==> src/rtl/mem_access_if.sv <==
// Data-bus port between the memory stage (master) and the data memory/bus (slave).
interface mem_access_if #(parameter int DW = 64);
    logic          dreq_valid;
    logic [DW-1:0] dreq_addr;
    logic [1:0]    dreq_size;
    logic [7:0]    dreq_strobe;
    logic [DW-1:0] dreq_data;
    logic          dresp_ok;
    logic [DW-1:0] dresp_data;

    modport master (
        output dreq_valid, dreq_addr, dreq_size, dreq_strobe, dreq_data,
        input  dresp_ok, dresp_data
    );
    modport slave (
        input  dreq_valid, dreq_addr, dreq_size, dreq_strobe, dreq_data,
        output dresp_ok, dresp_data
    );
endinterface

==> src/rtl/mem_access.sv <==
// Memory-stage access unit: one bus transaction per load/store, pipeline stall
// until completion, load alignment/extension and misalignment detection.
module mem_access #(parameter int DW = 64) (
    input  logic          clk,
    input  logic          reset,
    input  logic          op_valid,
    input  logic          op_load,
    input  logic          op_store,
    input  logic [1:0]    op_size,
    input  logic          op_unsigned,
    input  logic [DW-1:0] op_addr,
    input  logic [DW-1:0] op_wdata,
    input  logic          advance,
    input  logic          flush,
    mem_access_if.master  bus,
    output logic [DW-1:0] rdata,
    output logic          misalign,
    output logic          stall_req
);
    typedef enum logic [1:0] {S_IDLE, S_BUSY, S_HOLD, S_DRAIN} state_e;

    state_e        state_q, state_d;
    logic [DW-1:0] rdata_q, rdata_d;
    logic [DW-1:0] lat_addr_q, lat_addr_d;
    logic [1:0]    lat_size_q, lat_size_d;
    logic [7:0]    lat_strobe_q, lat_strobe_d;
    logic [DW-1:0] lat_data_q, lat_data_d;

    logic          mem_op, mis, issue, done, to_hold;
    logic [2:0]    off;
    logic [7:0]    strb_base, cur_strobe;
    logic [DW-1:0] cur_data, sh, ext;
    logic          sx;

    assign mem_op = op_valid & (op_load | op_store);
    assign off    = op_addr[2:0];

    always_comb begin
        mis       = 1'b0;
        strb_base = 8'h01;
        case (op_size)
            2'd0: begin mis = 1'b0;          strb_base = 8'h01; end
            2'd1: begin mis = op_addr[0];    strb_base = 8'h03; end
            2'd2: begin mis = |op_addr[1:0]; strb_base = 8'h0F; end
            default: begin mis = |op_addr[2:0]; strb_base = 8'hFF; end
        endcase
    end

    assign cur_strobe = op_store ? (strb_base << off) : 8'h00;
    assign cur_data   = op_wdata << {off, 3'b000};

    // Load lane extraction: shift the addressed byte down to bit 0, then extend.
    assign sh = bus.dresp_data >> {off, 3'b000};
    assign sx = ~op_unsigned;
    always_comb begin
        ext = sh;
        case (op_size)
            2'd0:    ext = {{(DW-8){sx & sh[7]}},   sh[7:0]};
            2'd1:    ext = {{(DW-16){sx & sh[15]}}, sh[15:0]};
            2'd2:    ext = {{(DW-32){sx & sh[31]}}, sh[31:0]};
            default: ext = sh;
        endcase
    end

    assign issue    = mem_op & ~mis & ~flush;
    assign misalign = mem_op & mis;

    always_comb begin
        state_d        = state_q;
        rdata_d        = rdata_q;
        lat_addr_d     = lat_addr_q;
        lat_size_d     = lat_size_q;
        lat_strobe_d   = lat_strobe_q;
        lat_data_d     = lat_data_q;
        done           = 1'b0;
        to_hold        = 1'b0;
        stall_req      = 1'b0;
        bus.dreq_valid = 1'b0;

        case (state_q)
            S_IDLE: begin
                bus.dreq_valid = issue;
                stall_req      = mem_op & ~mis & ~bus.dresp_ok;
                if (issue) begin
                    if (bus.dresp_ok) begin
                        done    = 1'b1;
                        to_hold = ~advance;
                        state_d = advance ? S_IDLE : S_HOLD;
                    end else begin
                        state_d = S_BUSY;
                    end
                end
            end
            S_BUSY: begin
                bus.dreq_valid = 1'b1;
                stall_req      = ~bus.dresp_ok;
                if (bus.dresp_ok) begin
                    done    = 1'b1;
                    to_hold = ~advance & ~flush;
                    state_d = (advance | flush) ? S_IDLE : S_HOLD;
                end else if (flush) begin
                    // EX/MEM may change once flushed, so freeze the payload now.
                    lat_addr_d   = op_addr;
                    lat_size_d   = op_size;
                    lat_strobe_d = cur_strobe;
                    lat_data_d   = cur_data;
                    state_d      = S_DRAIN;
                end
            end
            S_HOLD: begin
                if (advance | flush) state_d = S_IDLE;
            end
            default: begin
                bus.dreq_valid = 1'b1;
                stall_req      = 1'b1;
                if (bus.dresp_ok) state_d = S_IDLE;
            end
        endcase

        if (to_hold) rdata_d = op_load ? ext : '0;
    end

    always_comb begin
        rdata = '0;
        if (state_q == S_HOLD)  rdata = rdata_q;
        else if (done & op_load) rdata = ext;
    end

    always_comb begin
        if (state_q == S_DRAIN) begin
            bus.dreq_addr   = lat_addr_q;
            bus.dreq_size   = lat_size_q;
            bus.dreq_strobe = lat_strobe_q;
            bus.dreq_data   = lat_data_q;
        end else begin
            bus.dreq_addr   = op_addr;
            bus.dreq_size   = op_size;
            bus.dreq_strobe = cur_strobe;
            bus.dreq_data   = cur_data;
        end
    end

    always_ff @(posedge clk or negedge reset) begin
        if (!reset) begin
            state_q      <= S_IDLE;
            rdata_q      <= '0;
            lat_addr_q   <= '0;
            lat_size_q   <= '0;
            lat_strobe_q <= '0;
            lat_data_q   <= '0;
        end else begin
            state_q      <= state_d;
            rdata_q      <= rdata_d;
            lat_addr_q   <= lat_addr_d;
            lat_size_q   <= lat_size_d;
            lat_strobe_q <= lat_strobe_d;
            lat_data_q   <= lat_data_d;
        end
    end
endmodule

==> src/flat_wrapper.sv <==
// flat-port wrapper written by rule: the top's interface ports become plain ports
module mem_access_flat 
#(parameter int DW = 64)
  (clk, reset, op_valid, op_load, op_store, op_size, op_unsigned, op_addr, op_wdata, advance, flush, rdata, misalign, stall_req, bus_dreq_valid, bus_dreq_addr, bus_dreq_size, bus_dreq_strobe, bus_dreq_data, bus_dresp_ok, bus_dresp_data);
  mem_access_if #(.DW(DW)) bus_i ();
  input  logic clk;
  input  logic reset;
  input  logic op_valid;
  input  logic op_load;
  input  logic op_store;
  input  logic [1:0] op_size;
  input  logic op_unsigned;
  input  logic [DW-1:0] op_addr;
  input  logic [DW-1:0] op_wdata;
  input  logic advance;
  input  logic flush;
  output logic [DW-1:0] rdata;
  output logic misalign;
  output logic stall_req;
  output wire logic [$bits(bus_i.dreq_valid)-1:0] bus_dreq_valid;
  output wire logic [$bits(bus_i.dreq_addr)-1:0] bus_dreq_addr;
  output wire logic [$bits(bus_i.dreq_size)-1:0] bus_dreq_size;
  output wire logic [$bits(bus_i.dreq_strobe)-1:0] bus_dreq_strobe;
  output wire logic [$bits(bus_i.dreq_data)-1:0] bus_dreq_data;
  input wire logic [$bits(bus_i.dresp_ok)-1:0] bus_dresp_ok;
  input wire logic [$bits(bus_i.dresp_data)-1:0] bus_dresp_data;
  assign bus_dreq_valid = bus_i.dreq_valid;
  assign bus_dreq_addr = bus_i.dreq_addr;
  assign bus_dreq_size = bus_i.dreq_size;
  assign bus_dreq_strobe = bus_i.dreq_strobe;
  assign bus_dreq_data = bus_i.dreq_data;
  assign bus_i.dresp_ok = bus_dresp_ok;
  assign bus_i.dresp_data = bus_dresp_data;
  mem_access #(.DW(DW)) u_core (.clk(clk), .reset(reset), .op_valid(op_valid), .op_load(op_load), .op_store(op_store), .op_size(op_size), .op_unsigned(op_unsigned), .op_addr(op_addr), .op_wdata(op_wdata), .advance(advance), .flush(flush), .bus(bus_i), .rdata(rdata), .misalign(misalign), .stall_req(stall_req));
endmodule
==> config.mk <==
export PLATFORM = sky130hd
export DESIGN_NAME = mem_access_flat
export DESIGN_NICKNAME = d
export VERILOG_FILES = /design/src/rtl/mem_access_if.sv /design/src/rtl/mem_access.sv /design/src/flat_wrapper.sv
export SDC_FILE = /design/constraint.sdc
export NUM_CORES = 1
export LEC_CHECK = 0
export ABC_AREA = 1
export BUFFER_PORTS_ARGS = -buffer_cell sky130_fd_sc_hd__buf_4
export CORE_MARGIN = 8
export CORE_UTILIZATION = 30
export CTS_BUF_LIST = sky130_fd_sc_hd__clkbuf_16
export CTS_CLUSTER_DIAMETER = 100
export DETAILED_ROUTE_END_ITERATION = 8
export PLACE_DENSITY = 0.61
export SLEW_MARGIN = 20
export SYNTH_ARGS = -nofsm -noshare
export SYNTH_HDL_FRONTEND = slang
export SYNTH_SLANG_ARGS = --single-unit
==> constraint.sdc <==
create_clock -name clk -period 4.92 [get_ports clk]
set_input_delay 0.984 -clock clk [delete_from_list [all_inputs] [get_ports clk]]
set_output_delay 0.984 -clock clk [all_outputs]
set_load 0.005 [all_outputs]
==> results.sh <==
export IMPL_final_seq_area_sq_um=5105
export IMPL_dieArea_sq_um=52620
export IMPL_grt_pass1_wl_mm=89.87
export IMPL_antenna_found_initial=1
export IMPL_required_ns=3.94
export IMPL_clockBufferDepth=3
export IMPL_syn_area_per_cell_sq_um=6.492
export IMPL_leakage_uw=0.009246
export IMPL_overflow=0
export IMPL_start_util=0.3023
export IMPL_drc=0
export IMPL_area_delta_synth_final_pct=31.55
export IMPL_hold_path_class="in2async"
export IMPL_grtUsageTotal=0.2145
export IMPL_peakVddDrop_mv=0.2378
export IMPL_placedCellCount=2982
export IMPL_syn_inst=2104
export IMPL_worstMarginPinSlew_ns=1.054
export IMPL_synth_top_area_share=0.3737
export IMPL_finalSetupViolations=0
export IMPL_final_layout_size_suffix_gt1_frac=0.2070
export IMPL_synth_area_leaders="dfrtp_1 37%, nand2_1 21%, o21ai_0 16%"
export IMPL_synth_nets=2311
export IMPL_worstPathArrival_ns=3.26
export IMPL_die_w_um=229.4
export IMPL_end_kind="output port"
export IMPL_p_total_uw=8285
export IMPL_synth_seq_area_share=0.3737
export IMPL_drv_cap=0
export IMPL_finalWirelength_mm=59.80
export IMPL_crit_type="in2out"
export IMPL_cts_root_buffer="clkbuf_16"
export IMPL_synth_main_ff_cell="dfrtp_1"
export IMPL_numPortBuffers=407
export IMPL_grt_max_degree=118
export IMPL_post_cts_buffers=0
export IMPL_num_rows=78
export IMPL_synth_simple_area_share=0.2781
export IMPL_cts_sinks=204
export IMPL_diodes=0
export IMPL_grt_pass1_vias=14510
export IMPL_clkTransAtPathRegs_ns=0.06
export IMPL_synth_top_family_by_area="simple AND/OR/NAND/NOR gates"
export IMPL_core_area_sq_um=45190
export IMPL_setup_tns_final_ns=0
export IMPL_synth_async_reset_ratio=1.000
export IMPL_clock_skew_ns=0.006165
export IMPL_synth_top_area_cell="dfrtp_1"
export IMPL_drt_iter0_markers=1572
export IMPL_ys_seq_elements=204
export IMPL_htreeDepth=1
export IMPL_nNetsFinal=2617
export IMPL_final_hold_violation_count=0
export IMPL_grt_setup_unrepaired="no"
export IMPL_fp_dieH_um=229.4
export IMPL_numCtsBuffers=26
export IMPL_final_common_cell="nand2_1"
export IMPL_max_freq_mhz=235.5
export IMPL_ios=408
export IMPL_period_share=0.8630
export IMPL_vias=15384
export IMPL_path_max_fanout=42
export IMPL_cts_hold_buf=0
export IMPL_synthAdderAreaFrac=0.003664
export IMPL_period_needed_ns=4.246
export IMPL_relSlewSlack=0.2963
export IMPL_start_kind="primary input"
export IMPL_ys_warn_count=0
export IMPL_vias_per_cell=5.077
export IMPL_wl_per_cell_um=19.73
export IMPL_n_fill_cell=4837
export IMPL_multi_input_area_sq_um=7058
export IMPL_worst_skew_pair_late_latency_ns=0.55
export IMPL_drtAntennaViolNets=0
export IMPL_dr_pass1_iters=5
export IMPL_outcome="finished, final reports clean"
export IMPL_cts_resized=0
export IMPL_synth_mux_area_frac=0.01099
export IMPL_synth_xor_area_frac=0
export IMPL_hpwl_mm=45.40
export IMPL_ys_types=35
export IMPL_synth_area_sq_um=13660
export IMPL_synth_compound_area_share=0.2230
export IMPL_power_density_nw_per_um2=461.1
export IMPL_mostFrequentLayoutCells="746 x nand2_1, 427 x buf_4, 426 x o21ai_0"
export IMPL_place_congestion=0.9349
export IMPL_synth_edff_count=0
export IMPL_cts_tree="yes"
export IMPL_fin_cells=3030
export IMPL_drv_slew=0
## report_power, final
group	internal (uW)	switching, uW
registers	2440	341
logic	1490	2080
clock network	1130	808
## state kept, by name, summed over array words and instances (netlist names)
name                 cells
u_core.lat_data_q       64
u_core.rdata_q          64
u_core.lat_strobe_q      8
u_core.lat_addr_q       64
u_core.state_q           2
u_core.lat_size_q        2
## stage by stage
step           utilization  hold slack, ns  worst slack [ns]  cell area [sq um]
3_3_place_gp        0.3787          0.4630            0.7751              17110
5_1_grt             0.3977          0.4986            0.5455              17970
2_1_floorplan            -          0.4490             1.714              13660
6_report            0.3977          0.4524            0.6741              17970
3_5_place_dp        0.3787          0.4651            0.7682              17110
4_1_cts             0.3977          0.4828            0.7649              17970
## per-layer routing
layer,GRT usage,share of wire,vias to the layer above
met3,0.05241,0.090,98
li1,-,-,7432
met1,0.2987,0.45,7121
met4,0.06256,0.031,2
met5,0,0.00018,-
met2,0.3249,0.43,731
## critical path, stage by stage
cell     delay (ns)
buf_4          0.13
inv_2          0.55
buf_4          0.28
nand2_1        0.05
o21ai_0        0.13
a22oi_1        0.17
o21ai_0        0.57
nand3_1        0.15
nand2_1        0.09
buf_4          0.11
## area by class of cell
| type | count | area share |
|---|---|---|
| multi-input combinational | 1525 | 0.3928 |
| sequential | 204 | 0.2841 |
| timing repair buffer | 436 | 0.1881 |
| inverter | 217 | 0.04554 |
| tap | 600 | 0.04178 |
| clock buffer | 26 | 0.03621 |
| clock inverter | 22 | 0.01149 |
## synthesized netlist by cell type (all sizes together) (3+ instances only)
cell and count:
nand2 750, o21ai 431, inv 215, dfrtp 204, nand3 136, clkbuf 92, buf 66, o22ai 55
nor2 42, a21oi 36, o211ai 21, mux2i 15, a22oi 13, o21a 8, ha 4, or2 4
nand4 3
## cell families (layout without fill, tap and decap cells)
kind of cell             count (synthesis)  count (layout)
multiplexers                            15              15
AO/OA/AOI/OAI                          569             569
buffers and inverters                  375             701
AND/OR/NAND/NOR                        937             937
adder cells (fa/ha/maj)                  4               4
flip-flops                             204             204
## path summary, 6_finish.rpt
check,start,end,slack [ns],depth (start not counted)
worst max-delay path,op_addr[0],rdata[43],0.67,10
min in group clk,u_core.rdata_q[48],u_core.rdata_q[48],0.48,2
worst max register to register,u_core.state_q[0],u_core.rdata_q[56],2.13,11
worst min-delay path,reset,u_core.lat_addr_q[28],0.45,1
max in group asynchronous,reset,u_core.rdata_q[25],3.36,2
worst min register to register,u_core.rdata_q[48],u_core.rdata_q[48],0.48,2
No activity file was read; power rests on OpenSTA's default activity.
